File: config.mk
export PLATFORM = sky130hd
export DESIGN_NAME = trilat_locator
export DESIGN_NICKNAME = d
export VERILOG_FILES = /design/src/rtl/trilat_pkg.sv /design/src/rtl/trilat_locator_div.sv /design/src/rtl/trilat_locator.sv
export SDC_FILE = /design/constraint.sdc
export NUM_CORES = 1
export LEC_CHECK = 0
export ABC_AREA = 1
export BUFFER_PORTS_ARGS = -buffer_cell sky130_fd_sc_hd__clkbuf_2
export CAP_MARGIN = 40
export CORE_MARGIN = 10
export CORE_UTILIZATION = 52
export DETAILED_ROUTE_END_ITERATION = 7
export HOLD_SLACK_MARGIN = 0.06
export PLACE_DENSITY = 0.71
export SKIP_LAST_GASP = 1
export SYNTH_ARGS = -nofsm -noshare
export SYNTH_HDL_FRONTEND = slang
export SYNTH_SLANG_ARGS = --single-unit
File: constraint.sdc
create_clock -name clk -period 16.2 [get_ports clk]
set_input_delay 0.81 -clock clk [delete_from_list [all_inputs] [get_ports clk]]
set_output_delay 0.81 -clock clk [all_outputs]
set_load 0.02 [all_outputs]
File: src/rtl/trilat_pkg.sv
// trilat_pkg: shared FSM state encoding, default geometry and datapath widths
// for the trilateration locator.
package trilat_pkg;

    typedef enum logic [2:0] {
        IDLE  = 3'd0,
        CHECK = 3'd1,
        ERR   = 3'd2,
        DIV_X = 3'd3,
        DIV_Y = 3'd4,
        DIV_C = 3'd5,
        DIV_R = 3'd6,
        DONE  = 3'd7
    } state_e;

    localparam int DEF_W        = 12;
    localparam int DEF_SIDE     = 75;
    localparam int DEF_XS3      = 37;
    localparam int DEF_YS3      = 66;
    localparam int DEF_MAX_DIST = 127;
    localparam int DEF_ROWS     = 8;
    localparam int DEF_COLS     = 8;

    // Numerator width and divider width coincide: one quotient bit per numerator bit.
    function automatic int calc_dw(input int w);
        return 2 * w + 3;
    endfunction

    localparam int NW = calc_dw(DEF_W);
    localparam int DW = NW;

endpackage

File: src/rtl/trilat_locator_div.sv
// serial_div: unsigned restoring divider, one quotient bit per cycle; the start
// cycle already produces the first bit, so a division takes exactly DW cycles.
module serial_div #(
    parameter int DW = 27
) (
    input  logic          clk,
    input  logic          rst_n,
    input  logic          start,
    input  logic [DW-1:0] dividend,
    input  logic [DW-1:0] divisor,
    output logic [DW-1:0] quotient,
    output logic          done
);

    localparam int CNTW = $clog2(DW + 1);

    logic [DW-1:0]   rem_r;
    logic [DW-1:0]   quo_r;
    logic [DW-1:0]   dvs_r;
    logic [CNTW-1:0] cnt_r;
    logic            busy_r;
    logic            done_r;

    logic [DW-1:0]   src_rem_s;
    logic [DW-1:0]   src_quo_s;
    logic [DW-1:0]   src_dvs_s;
    logic [DW:0]     trial_s;
    logic [DW:0]     diff_s;
    logic [DW-1:0]   rem_nx_s;
    logic [DW-1:0]   quo_nx_s;

    // One restoring step, taken from fresh operands on start or from the running state
    always_comb begin
        src_rem_s = rem_r;
        src_quo_s = quo_r;
        src_dvs_s = dvs_r;
        if (start) begin
            src_rem_s = '0;
            src_quo_s = dividend;
            src_dvs_s = divisor;
        end else begin
            src_rem_s = rem_r;
        end
        trial_s = {src_rem_s, src_quo_s[DW-1]};
        diff_s  = trial_s - {1'b0, src_dvs_s};
        if (trial_s >= {1'b0, src_dvs_s}) begin
            rem_nx_s = diff_s[DW-1:0];
            quo_nx_s = {src_quo_s[DW-2:0], 1'b1};
        end else begin
            rem_nx_s = trial_s[DW-1:0];
            quo_nx_s = {src_quo_s[DW-2:0], 1'b0};
        end
    end

    // Divider state: load on start, then DW-1 further steps, done pulses after the last
    always_ff @(posedge clk or negedge rst_n) begin
        if (!rst_n) begin
            rem_r  <= '0;
            quo_r  <= '0;
            dvs_r  <= '0;
            cnt_r  <= '0;
            busy_r <= 1'b0;
            done_r <= 1'b0;
        end else if (start) begin
            rem_r  <= rem_nx_s;
            quo_r  <= quo_nx_s;
            dvs_r  <= src_dvs_s;
            cnt_r  <= CNTW'(DW - 1);
            busy_r <= 1'b1;
            done_r <= 1'b0;
        end else if (busy_r) begin
            rem_r <= rem_nx_s;
            quo_r <= quo_nx_s;
            cnt_r <= cnt_r - CNTW'(1);
            if (cnt_r == CNTW'(1)) begin
                busy_r <= 1'b0;
                done_r <= 1'b1;
            end else begin
                done_r <= 1'b0;
            end
        end else begin
            done_r <= 1'b0;
        end
    end

    assign quotient = quo_r;
    assign done     = done_r;

endmodule

File: src/rtl/trilat_locator.sv
// trilat_locator: trilaterates x/y from three distances with one shared serial
// divider and maps the clamped point to a matrix cell. Build macro: TRILAT_LED_MASK_EN.
module trilat_locator
    import trilat_pkg::*;
#(
    parameter int W        = DEF_W,
    parameter int SIDE     = DEF_SIDE,
    parameter int XS3      = DEF_XS3,
    parameter int YS3      = DEF_YS3,
    parameter int MAX_DIST = DEF_MAX_DIST,
    parameter int ROWS     = DEF_ROWS,
    parameter int COLS     = DEF_COLS
) (
    input  logic                 clk,
    input  logic                 reset,
    input  logic                 in_valid,
    output logic                 in_ready,
    input  logic [W-1:0]         d1,
    input  logic [W-1:0]         d2,
    input  logic [W-1:0]         d3,
    output logic                 out_valid,
    input  logic                 out_ready,
    output logic [W-1:0]         x_pos,
    output logic [W-1:0]         y_pos,
    output logic [4:0]           col,
    output logic [4:0]           row,
    output logic                 out_clamped,
    output logic                 out_err,
    output logic [ROWS*COLS-1:0] led_mask
);

    localparam int NWL = calc_dw(W);
    localparam int LN  = ROWS * COLS;

    localparam logic [NWL-1:0] K_SIDE2  = NWL'(SIDE * SIDE);
    localparam logic [NWL-1:0] K_YOFF   = NWL'(XS3 * XS3 + YS3 * YS3);
    localparam logic [NWL-1:0] K_2XS3   = NWL'(2 * XS3);
    localparam logic [NWL-1:0] K_2SIDE  = NWL'(2 * SIDE);
    localparam logic [NWL-1:0] K_2YS3   = NWL'(2 * YS3);
    localparam logic [NWL-1:0] K_SIDE   = NWL'(SIDE);
    localparam logic [NWL-1:0] K_YS3    = NWL'(YS3);
    localparam logic [NWL-1:0] K_COLS   = NWL'(COLS);
    localparam logic [NWL-1:0] K_ROWS   = NWL'(ROWS);
    localparam logic [NWL-1:0] K_COLMAX = NWL'(COLS - 1);
    localparam logic [NWL-1:0] K_ROWMAX = NWL'(ROWS - 1);

    state_e         state_r;
    state_e         next_s;

    logic [W-1:0]   d1_r;
    logic [W-1:0]   d2_r;
    logic [W-1:0]   d3_r;
    logic [W-1:0]   x_r;
    logic [W-1:0]   y_r;
    logic [4:0]     col_r;
    logic [4:0]     row_r;
    logic           clx_r;
    logic           cly_r;
    logic           out_valid_r;
    logic           out_clamped_r;
    logic           out_err_r;

    logic [NWL-1:0] d1_e_s;
    logic [NWL-1:0] d2_e_s;
    logic [NWL-1:0] d3_e_s;
    logic [NWL-1:0] x_src_e_s;
    logic [NWL-1:0] nx_s;
    logic [NWL-1:0] ny_s;
    logic [NWL-1:0] dividend_s;
    logic [NWL-1:0] divisor_s;
    logic [NWL-1:0] quot_s;
    logic           div_start_s;
    logic           div_done_s;
    logic           in_bad_s;
    logic [W-1:0]   x_new_s;
    logic [W-1:0]   y_new_s;
    logic           x_clip_s;
    logic           y_clip_s;
    logic [4:0]     col_new_s;
    logic [4:0]     row_new_s;

    assign d1_e_s = {{(NWL-W){1'b0}}, d1_r};
    assign d2_e_s = {{(NWL-W){1'b0}}, d2_r};
    assign d3_e_s = {{(NWL-W){1'b0}}, d3_r};

    // Modular arithmetic in NWL bits; the MSB is the sign of the exact numerator.
    assign x_src_e_s = (state_r == DIV_X) ? {{(NWL-W){1'b0}}, x_new_s}
                                          : {{(NWL-W){1'b0}}, x_r};
    assign nx_s = d1_e_s * d1_e_s - d2_e_s * d2_e_s + K_SIDE2;
    assign ny_s = d1_e_s * d1_e_s - d3_e_s * d3_e_s + K_YOFF - K_2XS3 * x_src_e_s;

    assign in_bad_s = (d1_r == W'(0)) || (d2_r == W'(0)) || (d3_r == W'(0)) ||
                      (d1_r > W'(MAX_DIST)) || (d2_r > W'(MAX_DIST)) ||
                      (d3_r > W'(MAX_DIST));

    serial_div #(
        .DW (NWL)
    ) u_div (
        .clk      (clk),
        .rst_n    (reset),
        .start    (div_start_s),
        .dividend (dividend_s),
        .divisor  (divisor_s),
        .quotient (quot_s),
        .done     (div_done_s)
    );

    // Clamp the current quotient into coordinate and cell ranges
    always_comb begin
        x_new_s   = '0;
        x_clip_s  = 1'b0;
        y_new_s   = '0;
        y_clip_s  = 1'b0;
        col_new_s = '0;
        row_new_s = '0;
        if (nx_s[NWL-1]) begin
            x_clip_s = 1'b1;
        end else if (quot_s > K_SIDE) begin
            x_new_s  = W'(SIDE);
            x_clip_s = 1'b1;
        end else begin
            x_new_s  = quot_s[W-1:0];
        end
        if (ny_s[NWL-1]) begin
            y_clip_s = 1'b1;
        end else if (quot_s > K_YS3) begin
            y_new_s  = W'(YS3);
            y_clip_s = 1'b1;
        end else begin
            y_new_s  = quot_s[W-1:0];
        end
        if (quot_s > K_COLMAX) begin
            col_new_s = 5'(COLS - 1);
        end else begin
            col_new_s = quot_s[4:0];
        end
        if (quot_s > K_ROWMAX) begin
            row_new_s = 5'(ROWS - 1);
        end else begin
            row_new_s = quot_s[4:0];
        end
    end

    // Next state and divider launch; each division starts as the previous one reports done
    always_comb begin
        next_s      = state_r;
        div_start_s = 1'b0;
        dividend_s  = '0;
        divisor_s   = '0;
        case (state_r)
            IDLE: begin
                if (in_valid) begin
                    next_s = CHECK;
                end else begin
                    next_s = IDLE;
                end
            end
            CHECK: begin
                if (in_bad_s) begin
                    next_s = ERR;
                end else begin
                    next_s      = DIV_X;
                    div_start_s = 1'b1;
                    dividend_s  = nx_s[NWL-1] ? '0 : nx_s;
                    divisor_s   = K_2SIDE;
                end
            end
            ERR: next_s = DONE;
            DIV_X: begin
                if (div_done_s) begin
                    next_s      = DIV_Y;
                    div_start_s = 1'b1;
                    dividend_s  = ny_s[NWL-1] ? '0 : ny_s;
                    divisor_s   = K_2YS3;
                end else begin
                    next_s = DIV_X;
                end
            end
            DIV_Y: begin
                if (div_done_s) begin
                    next_s      = DIV_C;
                    div_start_s = 1'b1;
                    dividend_s  = {{(NWL-W){1'b0}}, x_r} * K_COLS;
                    divisor_s   = K_SIDE;
                end else begin
                    next_s = DIV_Y;
                end
            end
            DIV_C: begin
                if (div_done_s) begin
                    next_s      = DIV_R;
                    div_start_s = 1'b1;
                    dividend_s  = {{(NWL-W){1'b0}}, y_r} * K_ROWS;
                    divisor_s   = K_YS3;
                end else begin
                    next_s = DIV_C;
                end
            end
            DIV_R: begin
                if (div_done_s) begin
                    next_s = DONE;
                end else begin
                    next_s = DIV_R;
                end
            end
            DONE: begin
                if (out_valid_r && out_ready) begin
                    next_s = IDLE;
                end else begin
                    next_s = DONE;
                end
            end
            default: next_s = IDLE;
        endcase
    end

    // State register
    always_ff @(posedge clk or negedge reset) begin
        if (!reset) begin
            state_r <= IDLE;
        end else begin
            state_r <= next_s;
        end
    end

    // Operand capture and result registers
    always_ff @(posedge clk or negedge reset) begin
        if (!reset) begin
            d1_r          <= '0;
            d2_r          <= '0;
            d3_r          <= '0;
            x_r           <= '0;
            y_r           <= '0;
            col_r         <= '0;
            row_r         <= '0;
            clx_r         <= 1'b0;
            cly_r         <= 1'b0;
            out_valid_r   <= 1'b0;
            out_clamped_r <= 1'b0;
            out_err_r     <= 1'b0;
        end else begin
            if (state_r == IDLE && in_valid) begin
                d1_r <= d1;
                d2_r <= d2;
                d3_r <= d3;
            end
            case (state_r)
                ERR: begin
                    out_err_r     <= 1'b1;
                    out_clamped_r <= 1'b0;
                    out_valid_r   <= 1'b1;
                end
                DIV_X: begin
                    if (div_done_s) begin
                        x_r   <= x_new_s;
                        clx_r <= x_clip_s;
                    end
                end
                DIV_Y: begin
                    if (div_done_s) begin
                        y_r   <= y_new_s;
                        cly_r <= y_clip_s;
                    end
                end
                DIV_C: begin
                    if (div_done_s) begin
                        col_r <= col_new_s;
                    end
                end
                DIV_R: begin
                    if (div_done_s) begin
                        row_r         <= row_new_s;
                        out_clamped_r <= clx_r | cly_r;
                        out_err_r     <= 1'b0;
                    end
                end
                DONE: begin
                    // Valid results spend one settling cycle in DONE before presenting
                    if (!out_valid_r) begin
                        out_valid_r <= 1'b1;
                    end else if (out_ready) begin
                        out_valid_r <= 1'b0;
                    end
                end
                default: ;
            endcase
        end
    end

`ifdef TRILAT_LED_MASK_EN
    logic [LN-1:0] led_r;
    logic [LN-1:0] one_hot_s;

    assign one_hot_s = LN'(1) << (int'(row_new_s) * COLS + int'(col_r));

    // LED cell register, refreshed only by valid results
    always_ff @(posedge clk or negedge reset) begin
        if (!reset) begin
            led_r <= '0;
        end else if (state_r == DIV_R && div_done_s) begin
            led_r <= one_hot_s;
        end
    end

    assign led_mask = led_r;
`else
    assign led_mask = '0;
`endif

    assign in_ready    = (state_r == IDLE);
    assign out_valid   = out_valid_r;
    assign x_pos       = x_r;
    assign y_pos       = y_r;
    assign col         = col_r;
    assign row         = row_r;
    assign out_clamped = out_clamped_r;
    assign out_err     = out_err_r;

endmodule

==> flow_summary.toml, run 1 <==
[outcome]
status = "finished with violations"
violations = "design-rule violations"

[critical_path]
cp_max_fo = 18
ff2ff_setup_slack_ns = 1.46
crit_slowest_cell = "dfrtp_1"
crit_path_start_kind = "register"
cp-end-kind = "register"
crit_arrival_ns = 15.18
r2r-end = "u_div.quotient[25]$_DFFE_PN0P_"
setup.worst_path.end = "u_div.quotient[25]$_DFFE_PN0P_"
cp-startpoint = "d1_r[9]$_DFFE_PN0P_"
max_stage_delay_ns = 0.74
timing_worst_setup_path_type = "register to register"
critPathRequiredTime_ns = 16.64
r2r_start = "d1_r[9]$_DFFE_PN0P_"
reg2regPathDepth = 63

[global_route]
track_usage_pct = 22.3
grt_pass1_wl_um = 110000
grt_max_degree = 67
grt_overflow_total = 0
grt_pass1_vias = 21800
antenna_found_initial = 0

[cells_and_area]
area_delta_synth_final_pct = 5.00
fin_util_pct = 55.5
fin_area_um2 = 28000
fillerInstances = 4913
drive_gt1_share_pct = 4.85
nNetsFinal = 4208
n_antenna_cell = 0
multi_input_area_um2 = 18800
regArea_um2 = 4150

[logic_synthesis]
synth_commonest_cells = "inv_1, nand2_1, ha_1, fa_1, nor2_1"
synth_most_common_cell = "inv_1"
ys_ff_latch = 166
yosys.area.top_type_share_pct = 22.7
async_reset_ff_share_pct = 100
synth-edff-count = 0
ys_warn_count = 0
synth-main-ff-cell = "dfrtp_1"
yosys.area_share.simple_pct = 19.3
synth_top_area_cell = "fa_1"
synth_area_leaders = "fa_1, dfrtp_1, ha_1"
synth_top_family_by_area = "adder cells"
netlist_area_um2 = 26700
synth_xor_area_share_pct = 3.94
syn-instance-count = 3534
syn_area_per_cell_um2 = 7.55
yosysSeqAreaShare_pct = 15.6
yosysUniqueCellTypes = 55
synthAdderAreaFrac_pct = 37.3
post_synth_mux_area_share_pct = 0.380
synth_compound_area_share_pct = 8.67

[die]
rows = 82
dieHeight_um = 247
chipWidth_um = 247
ios = 142
start_util_pct = 52.9
coreArea_um2 = 50500
die_area_um2 = 60800

[routing]
wire_per_inst_um = 15.5
antenna_left = 0
via_per_inst = 5.12
first_pass_iters = 8
drt_wl_total_um = 65800
drc_errors = 2
drt_iter0_markers = 1638
num_vias = 21700

[sta]
slew_headroom_pct = 44.0
drv_slew = 0
rsz0062_at_grt = "no"
layout_setup_ws_ns = 1.46
period_share_pct = 91.0
tightest_slew_ns = 0.836
hold_viol = 0
clock_skew_ns = 0.0181
setup_tns_ns = 0
fmax_mhz = 67.8
setup_viol = 0
fin_crit_ns = 14.74

[clock_network]
cts_hold_buf = 0
cts.clk_slew.worst_paths_ns = 0.08
htree_levels = 4
cts_buffers = 17
worstSkewPairLatency_ns = 0.50
cts_resized = 0
cts_root_buffer = "clkbuf_16"
clk_path_buf_depth = 2
cts_setup_buffers = 0
cts_tree = "yes"
cts_sinks = 166

[placement]
post-place-ws_ns = 1.63
portBuffers = 77
dp_hpwl_um = 54700
place.gp.congestion = 0.927
postPlaceCellArea_um2 = 27400

[worst_hold_path]
hold_class = "input pin to async pin"

[job]
drv_cap = 0
-- metrics by stage --
| step | std cells | hold WS [ns] |
|---|---|---|
| 2_1_floorplan | 3597 | 0.437 |
| 3_3_place_gp | 4204 | 0.449 |
| 3_5_place_dp | 4206 | 0.455 |
| 4_1_cts | 4238 | 0.197 |
| 5_1_grt | 4238 | 0.223 |
| 6_report | 4238 | 0.209 |
-- metal layers --
| layer | routed length, µm | part of all wire, % | up-vias | global-route usage [%] |
|---|---|---|---|---|
| met2 | 29600 | 45 | 576 | 35.8 |
| met3 | 3880 | 5.9 | 85 | 3.71 |
| met5 | 0 | 0 | - | 0 |
| li1 | - | - | 10700 | - |
| met1 | 30600 | 47 | 10300 | 30.5 |
| met4 | 1670 | 2.5 | 0 | 6.75 |
-- worst min path at each step --
stage	startpoint	to	slack (ns)
CTS	reset	d3_r[2]$_DFFE_PN0P_	0.20
global route	reset	d3_r[2]$_DFFE_PN0P_	0.22
detailed placement	row[3]$_DFFE_PN0P_	row[3]$_DFFE_PN0P_	0.45
floorplan	u_div.dvs_r[0]$_DFFE_PN0P_	u_div.dvs_r[0]$_DFFE_PN0P_	0.44
global placement	row[3]$_DFFE_PN0P_	row[3]$_DFFE_PN0P_	0.45
finish	reset	d3_r[2]$_DFFE_PN0P_	0.21
-- kinds of logic after synthesis --
logic type      after synthesis
compound gates              398
xor+xnor                    120
fa+ha+maj                   615
buf+inv                     969
flops                       166
mux                           9
other cells                   1
simple gates               1256
-- layout make-up --
class                      count  area share, %
multi-input combinational   2462           67.2
inverter                     821           11.0
sequential                   166           14.8
timing repair buffer          85           1.75
clock buffer                  17           1.52
clock inverter                15          0.732
tap                          672           3.00
-- registers in the layout, indices dropped and copies added (netlist names) --
name,flops
d2_r,12
row,5
out_valid,1
d1_r,12
col,5
x_pos,12
cly_r,1
clx_r,1
u_div.cnt_r,5
u_div.dvs_r,27
y_pos,12
out_clamped,1
state_r,3
d3_r,12
out_err,1
u_div.quotient,27
u_div.rem_r,27
u_div.done,1
u_div.busy_r,1
-- cells in the final DEF, fill, tap and decap left out, drive strengths merged, types with 6 or more instances in the layout --
cell type / synthesis / final
nor4: 10 / 10
dfrtp: 166 / 166
clkbuf: 52 / 93
ha: 312 / 312
nand3b: 6 / 6
nor3: 31 / 31
a22oi: 22 / 22
o21a: 14 / 14
o211ai: 18 / 18
nor2: 227 / 227
a21o: 14 / 14
a21oi: 175 / 175
o21bai: 19 / 19
nand4: 28 / 28
inv: 820 / 826
conb: 1 / 64
xnor2: 49 / 49
buf: 96 / 9
nand2: 810 / 810
or2: 7 / 7
nand3: 131 / 131
o21ai: 107 / 107
fa: 303 / 303
xor2: 71 / 71
mux2: 9 / 9
clkinv: 1 / 9
a31oi: 8 / 8
-- critical path, delay by kind of cell, from the launching register on --
kind	cells	cell delay (ns)
adder cells (fa/ha/maj)	18	7.70
AND/OR/NAND/NOR	22	2.82
AO/OA/AOI/OAI	9	1.82
buffers and inverters	13	1.05
flip-flops	1	0.74
XOR/XNOR	1	0.54
Power of run 1 is not shown: default switching activity piles up to over one toggle a cycle in this logic, so the estimate is an artifact.
==> run 2, diff against run 1 <==
--- a/config.mk
+++ b/config.mk
@@ -12,7 +12,7 @@
 export CORE_UTILIZATION = 52
 export DETAILED_ROUTE_END_ITERATION = 7
 export HOLD_SLACK_MARGIN = 0.06
-export PLACE_DENSITY = 0.71
+export PLACE_DENSITY = 0.73
 export SKIP_LAST_GASP = 1
 export SYNTH_ARGS = -nofsm -noshare
 export SYNTH_HDL_FRONTEND = slang
==> constraint.sdc (replaced) <==
create_clock -name clk -period 12.64 [get_ports clk]
set_input_delay 0.632 -clock clk [delete_from_list [all_inputs] [get_ports clk]]
set_output_delay 0.632 -clock clk [all_outputs]
set_load 0.02 [all_outputs]
==> run 2 against run 1 <==
The flow now finishes without violations. Largest cell class unchanged. Clock skew grew 0.0048 ns. Sequential share of layout area shrank 1.2 points. Critical path type unchanged. Worst hold slack gained 0.16 ns. Register-to-register slack lost 1.2 ns. Setup slack lost 1.2 ns. Final cell count grew 4.6%. Flip-flop and latch count is the same. Maximum frequency grew 19%. Global-route usage grew 0.35 points. Wire length grew 4.8%. Critical path depth grew 1. Die area is the same.
==> flow_summary.toml, run 2 (synthesis results as in run 1) <==
[critical_path]
cp-end-kind = "register"
reg2regPathDepth = 64
crit_slowest_cell = "fa_1"
timing_worst_setup_path_type = "register to register"
cp_max_fo = 7
critPathRequiredTime_ns = 13.02
crit_path_start_kind = "register"
max_stage_delay_ns = 0.56
crit_arrival_ns = 12.75

[placement]
place.gp.congestion = 0.941
dp_hpwl_um = 55500
portBuffers = 77

[routing]
num_vias = 22900
via_per_inst = 5.16
drc_errors = 0
drt_iter0_markers = 1640
wire_per_inst_um = 15.6
first_pass_iters = 8
antenna_left = 0
drt_wl_total_um = 69000

[worst_hold_path]
min_path_cells = 2
hold_class = "input pin to register"

[clock_network]
cts_buffers = 17
htree_levels = 4
clk_path_buf_depth = 2
cts.clk_slew.worst_paths_ns = 0.09
cts_sinks = 166
cts_root_buffer = "clkbuf_16"
worstSkewPairLatency_ns = 0.49
cts_tree = "yes"

[die]
rows = 82
chipWidth_um = 247
die_area_um2 = 60800
start_util_pct = 52.9
coreArea_um2 = 50500
dieHeight_um = 247
ios = 142

[job]
drv_cap = 0

[global_route]
grt_pass1_wl_um = 112000
grt_max_degree = 66
grt_overflow_total = 0
grt_pass1_vias = 22600
track_usage_pct = 22.7
antenna_found_initial = 2

[sta]
tightest_slew_ns = 0.826
setup_viol = 0
fmax_mhz = 80.9
hold_viol = 0
rsz0062_at_grt = "yes"
drv_slew = 0
clock_skew_ns = 0.0229
slew_headroom_pct = 44.9
hold-worst-slack_ns = 0.366
fin_crit_ns = 12.37
period_share_pct = 97.9

[cells_and_area]
layout_common_cells = "inv_1, nand2_1, fa_1"
n_antenna_cell = 0
final_common_cell = "inv_1"
nNetsFinal = 4402
area_delta_synth_final_pct = 14.3
drive_gt1_share_pct = 14.5

[outcome]
status = "finished, final reports clean"
-- run 2: cell count changes in the layout (fill, tap and decap cells not counted), sizes merged --
| cell | previous run | this run |
|---|---|---|
| bufinv | 1 | 0 |
| clkinvlp | 0 | 2 |
| clkbuf | 93 | 94 |
| buf | 9 | 201 |
| clkinv | 9 | 8 |
| dlygate4sd3 | 0 | 1 |
-- run 2: critical path: cells and delay by family (launching register included) --
family,cells,cell delay [ns]
adders and majority gates,18,7.11
buffers and inverters,19,1.66
and+or+nand+nor,15,1.43
AOI/OAI and AO/OA,10,1.35
DFF,1,0.43
xor gates and xnor gates,2,0.27
-- run 2: metrics by stage --
step / cells / setup TNS, ns / setup slack (ns) / utilization [%] / area [µm²]
global route: 4432 / -6.42 / -0.276 / 60.4 / 30500
finish: 4432 / 0 / 0.272 / 60.4 / 30500
CTS: 4403 / 0 / 0.00276 / 58.0 / 29300
detailed placement: 4367 / -7.51 / -0.302 / 56.6 / 28600
global placement: 4367 / -1.80 / -0.125 / 56.6 / 28600
floorplan: 3597 / 0 / 0.00801 / - / 26900
-- run 2: area by class of cell --
type	instances	area, µm²
flip-flops and latches	166	4160
well taps	672	841
inverters	821	3090
repair buffers	279	1990
clock inverters	15	160
clock buffers	17	425
multi-input cells	2462	19800
fillers	4500	20000
-- run 2: final timing paths --
kind                                       startpoint                          end  slack, ns
min in group asynchronous                       reset        x_pos[10]$_DFFE_PN0P_       0.61
max in group asynchronous                       reset  u_div.dvs_r[26]$_DFFE_PN0P_      10.06
setup / recovery                  d1_r[2]$_DFFE_PN0P_            cly_r$_DFFE_PN0P_       0.27
hold reg to reg            u_div.dvs_r[8]$_DFFE_PN0P_   u_div.dvs_r[8]$_DFFE_PN0P_       0.48
setup reg to reg                  d1_r[2]$_DFFE_PN0P_            cly_r$_DFFE_PN0P_       0.27
hold / removal                                  d3[1]          d3_r[1]$_DFFE_PN0P_       0.37
-- run 2: what timing repair did --
item / in CTS / in global routing
hold endpoints to repair: 8 / 0
pin swaps: 7 / 111
cloned: 0 / 1
buffers inserted: 3 / 29
hold buffers: 1 / 0
gates resized for setup: 23 / 218
endpoints found under the setup margin: 34 / 34
-- run 2: layer usage --
layer	up-vias	part of all wire [%]	track usage (%)
li1	11100	-	-
met1	11000	44	30.1
met2	653	47	37.6
met3	105	6.0	3.64
met4	0	2.5	6.49
met5	-	0	0
Power of run 2 is left out for the same reason.
